<file path="src/rtl/bcd_updown_counter.sv">
// Multi-digit BCD up/down counter with a live terminal value, a synchronous
// parallel load, validity flags and a one-cycle wrap pulse for cascading.
module bcd_updown_counter #(
    parameter int DIGITS = 2
) (
    input  logic                clk,
    input  logic                reset,
    input  logic                en,
    input  logic                up_dn,
    input  logic                load,
    input  logic [4*DIGITS-1:0] load_val,
    input  logic [4*DIGITS-1:0] max_val,
    output logic [4*DIGITS-1:0] count,
    output logic                wrap,
    output logic                load_err,
    output logic                cfg_err
);

    localparam int W = 4 * DIGITS;

    logic [W-1:0]      r_count;
    logic              r_wrap;
    logic              r_load_err;

    logic [W-1:0]      w_inc;
    logic [W-1:0]      w_dec;
    logic [DIGITS-1:0] w_carry;
    logic [DIGITS-1:0] w_borrow;
    logic [DIGITS-1:0] w_max_bad;
    logic [DIGITS-1:0] w_ld_bad;
    logic              w_cfg_err;
    logic              w_ld_ok;
    logic              w_at_max;
    logic              w_over_max;
    logic              w_is_zero;

    // BCD magnitude a > b, decided by the most significant differing digit
    function automatic logic bcd_gt(input logic [W-1:0] a, input logic [W-1:0] b);
        logic decided;
        logic gt;
        decided = 1'b0;
        gt      = 1'b0;
        for (int unsigned i = DIGITS; i > 0; i--) begin
            if (!decided && (a[4*(i-1) +: 4] != b[4*(i-1) +: 4])) begin
                decided = 1'b1;
                gt      = (a[4*(i-1) +: 4] > b[4*(i-1) +: 4]);
            end
        end
        return gt;
    endfunction

    assign w_carry[0]  = 1'b1;
    assign w_borrow[0] = 1'b1;

    for (genvar g = 0; g < DIGITS; g++) begin : g_digit
        logic [3:0] w_d;
        assign w_d = r_count[4*g +: 4];

        // A digit only moves when everything below it rolled over
        assign w_inc[4*g +: 4] = !w_carry[g]  ? w_d : ((w_d == 4'd9) ? 4'd0 : w_d + 4'd1);
        assign w_dec[4*g +: 4] = !w_borrow[g] ? w_d : ((w_d == 4'd0) ? 4'd9 : w_d - 4'd1);

        assign w_max_bad[g] = (max_val[4*g +: 4]  > 4'd9);
        assign w_ld_bad[g]  = (load_val[4*g +: 4] > 4'd9);

        if (g < DIGITS - 1) begin : g_chain
            assign w_carry[g+1]  = w_carry[g]  & (w_d == 4'd9);
            assign w_borrow[g+1] = w_borrow[g] & (w_d == 4'd0);
        end
    end

    assign w_cfg_err  = |w_max_bad;
    assign w_ld_ok    = !(|w_ld_bad) && !w_cfg_err && !bcd_gt(load_val, max_val);
    assign w_at_max   = !bcd_gt(max_val, r_count);
    assign w_over_max = bcd_gt(r_count, max_val);
    assign w_is_zero  = (r_count == '0);

    // Count, wrap pulse and sticky load error; priority is load, then step, then hold
    always_ff @(posedge clk or negedge reset) begin
        if (!reset) begin
            r_count    <= '0;
            r_wrap     <= 1'b0;
            r_load_err <= 1'b0;
        end else if (load) begin
            r_wrap <= 1'b0;
            if (w_ld_ok) begin
                r_count    <= load_val;
                r_load_err <= 1'b0;
            end else begin
                r_load_err <= 1'b1;
            end
        end else if (en && !w_cfg_err) begin
            if (up_dn) begin
                if (w_at_max) begin
                    r_count <= '0;
                    r_wrap  <= 1'b1;
                end else begin
                    r_count <= w_inc;
                    r_wrap  <= 1'b0;
                end
            end else if (w_is_zero) begin
                r_count <= max_val;
                r_wrap  <= 1'b1;
            end else if (w_over_max) begin
                // max_val was lowered below the count: clamp without a wrap pulse
                r_count <= max_val;
                r_wrap  <= 1'b0;
            end else begin
                r_count <= w_dec;
                r_wrap  <= 1'b0;
            end
        end else begin
            r_wrap <= 1'b0;
        end
    end

    assign count    = r_count;
    assign wrap     = r_wrap;
    assign load_err = r_load_err;
    assign cfg_err  = w_cfg_err;

endmodule

</file>
<file path="config.mk">
export PLATFORM = sky130hd
export DESIGN_NAME = bcd_updown_counter
export DESIGN_NICKNAME = d
export VERILOG_FILES = /design/src/rtl/bcd_updown_counter.sv
export SDC_FILE = /design/constraint.sdc
export NUM_CORES = 1
export LEC_CHECK = 0
export BUFFER_PORTS_ARGS = -buffer_cell sky130_fd_sc_hd__buf_2
export CORE_UTILIZATION = 28
export DETAILED_ROUTE_END_ITERATION = 10
export GPL_TIMING_DRIVEN = 0
export SETUP_SLACK_MARGIN = 0.15
export SYNTH_ARGS = -nofsm -noshare
export SYNTH_HDL_FRONTEND = slang
export SYNTH_SLANG_ARGS = --single-unit
export TNS_END_PERCENT = 10
</file>
<file path="constraint.sdc">
create_clock -name clk -period 3.8 [get_ports clk]
set_input_delay 0.38 -clock clk [delete_from_list [all_inputs] [get_ports clk]]
set_output_delay 0.38 -clock clk [all_outputs]
set_load 0.005 [all_outputs]
</file>
==> summary.txt <==
Cells after Synth -> 175
Post-CTS setup buffer count -> 0
Cell Rows -> 25
# diodes -> 0
Comb pwr share -> 0.694
H-tree levels -> 1
CP arrival -> 2.61 ns
Pre-CTS WS -> 1.33 ns
DRC -> 0
Proportion of netlist area held by the largest area contributor -> 0.191
Clock power share -> 0.106
Reg2reg setup slack -> 1.32 ns
Routed via count -> 1404
Critical Path End Type -> flop
Hold buffers post-CTS -> 0
Avg WL per Cell -> 14.3 microns
Power, Total -> 1120 uW
Post-synth top area cell -> ha_1
WS Path Type -> flop to flop
Pin count of the biggest net entering global routing -> 11
DIE WIDTH -> 73.8 microns
Core ar. -> 4850 sq um
XOR/XNOR Fraction of Synth Area -> 0.0182
Critical R2R Capture -> count[6]
Worst slew pin tran -> 0.489 ns
Ys async rst share -> 1.00
P_int -> 558 uW
DR vias/cell -> 5.09
Slew Viols, Final -> 0
Post-Route Setup TNS -> 0 ns
Global-route wire length before repair -> 6810 microns
Max-Cap Viols -> 0
Routed Antenna Nets -> 0
Cts bufs inserted -> 3
Post-layout util -> 0.356
Number of synthesized flops with an enable pin -> 0
Fin. Hold Viols -> 0
Number of global-route vias before repair -> 1439
Worst path slowest cell -> dfrtp_1
Fin crit period -> 2.48 ns
Fmax -> 403 MHz
Post-CTS resize count -> 0
Number of distinct library cells after synthesis -> 48
Final period utilization -> 0.653
Post-Syn Nets -> 218
Multi-input logic area -> 1090 sq um
Non-Filler Instances -> 276
Most used DFF post-synth -> dfrtp_1
Clock sinks -> 10
Die area -> 5450 sq um
Rel. slew slack -> 0.674
Sw frac -> 0.500
Skew final -> 0.00332 ns
Compound-gate portion of the synthesized area -> 0.361
Dominant cells by area after synthesis -> ha_1 19%, dfrtp_1 17%, a21oi_1 6.6%
Psw -> 558 uW
Num ports -> 32
Setup-failing EPs final -> 0
Worst-path maximum fanout -> 8
Placed insts -> 273
Congestion Overflow GR -> 0
Layout area overhead -> 19.4%
# fillers -> 513
Post-synthesis adder-cell area fraction -> 0.191
Mux contribution to synthesized area -> 0.0139
Setup ws final -> 1.32 ns
Worst hold path class -> input port to asynchronous set/reset pin
Antenna violations before repair -> 0
Simple-gate portion of the synthesized area -> 0.174
Cell Area, Synth -> 1440 sq um
Largest family of logic cells by synthesized area -> compound AO/OA/AOI/OAI gates
Share of layout cells above drive strength 1 -> 0.230
Clock Latency Late Sink -> 0.24 ns
Seq/Total Area, Yosys -> 0.173
Power per cell area -> 648 nW/um^2
Run status -> finished, final reports clean
Initial core utilization -> 0.298
DRT Pass-1 Iters -> 4
DRT Wirelength -> 3940 microns
Final Wtd Congestion -> 0.823
Final HPWL DP -> 3280 microns
Worst reg2reg startpoint -> count[4]
CTS max path bufs -> 2
RSZ-0062 raised after global routing -> false
IO Port Bufs -> 31
Startpoint types -> flop
Worst Path Buf+Inv -> 1
Clk slew on worst S/H paths -> 0.06 ns
Ys Warns -> 0
Seq. cell area -> 250 sq um
Clk root buf -> clkbuf_8
Synthesized flop and latch total -> 10
Drt initial violations -> 70
Flop pwr share -> 0.201
Family with the most delay on the worst path -> compound AO/OA/AOI/OAI gates
Leak pwr -> 0.000816 uW
VDD IR max -> 218 uV
CP peak stage delay -> 0.46 ns
Worst r2r path cells -> 9
Syn avg cell area -> 8.25 sq um
Total GRT Usage -> 0.161
CP required -> 3.93 ns
CTS tree -> built
Nets -> 254
Worst path cell trace -> inv_1, ha_1, nand4_1, a41oi_2, a21boi_4, nor3_1, a221oi_4, a21oi_1, a31o_1
Die H -> 73.8 microns
per-stage QoR:
stage	area (sq um)	hold slack, ns
finish	1720	0.0134
global route	1720	0.0323
CTS	1720	0.0205
detailed placement	1680	0.279
global placement	1680	0.274
floorplan	1440	0.0844
cells in the mapped netlist, drive strengths merged (2+ instances only):
cell type and count:
nand4 3, inv 18, dfrtp 10, a21oi 20
nand3 4, and2 3, o211a 2, o31ai 5
clkbuf 2, a21boi 2, a211oi 2, nand3b 3
ha 22, mux2i 2, xnor2 2, nor2b 4
nand2b 3, a22o 2, o21ai 12, o21a 2
nor2 9, a221oi 3, a31oi 4, and3 2
o211ai 4, o22ai 3, nand2 10, buf 3
nor3 5
area by class of cell:
cell class                 instances  area share
inverter                          18      0.0392
clock buffer                       3      0.0239
buffer                             5      0.0181
timing repair buffer              31      0.0900
tap                               67      0.0486
sequential                        10       0.145
multi-input combinational        142       0.635
per-layer routing:
| layer | GRT usage | up-vias | share of wire |
|---|---|---|---|
| met3 | 0.0206 | 4 | 0.035 |
| met2 | 0.263 | 26 | 0.45 |
| met4 | 0.0321 | 0 | 0.0086 |
| li1 | - | 718 | - |
| met5 | 0 | - | 0 |
| met1 | 0.227 | 656 | 0.50 |
layout by cell type, fill, tap and decap left out, types with 4 or more instances in the layout:
cell type,instances
a21oi_1,19
buf_2,32
o21ai_0,7
nand3_1,4
o21ai_1,5
nor2_1,8
nand2_1,10
ha_1,22
inv_1,18
nor3_1,4
dfrtp_1,10
nor2b_1,4
o31ai_1,5
a31oi_1,4
flip-flops by register name, indices dropped and copies added (netlist names):
signal    count
count         8
load_err      1
wrap          1
worst max path at each step:
stage / depth (start not counted) / end / startpoint
6_report: 9 / count[6] / count[4]
5_1_grt: 9 / count[6] / count[4]
4_1_cts: 9 / count[6] / count[4]
3_5_place_dp: 9 / count[6] / count[4]
3_3_place_gp: 9 / count[6] / count[4]
2_1_floorplan: 9 / count[6] / count[4]
cell families after synthesis:
| kind of cell | Yosys count |
|---|---|
| buffers and inverters | 23 |
| AO/OA/AOI/OAI | 68 |
| adder cells (fa/ha/maj) | 22 |
| AND/OR/NAND/NOR | 47 |
| XOR/XNOR | 3 |
| multiplexers | 2 |
| flip-flops | 10 |
power by group through the flow:
stage | registers [uW] | clock network [uW] | logic [uW]
2_1_floorplan | 208 | 0 | 588
3_3_place_gp | 228 | 0 | 762
3_5_place_dp | 226 | 0 | 768
4_1_cts | 225 | 118 | 774
5_1_grt | 233 | 124 | 878
6_report | 224 | 118 | 775
No activity file was read; power rests on OpenSTA's default activity.
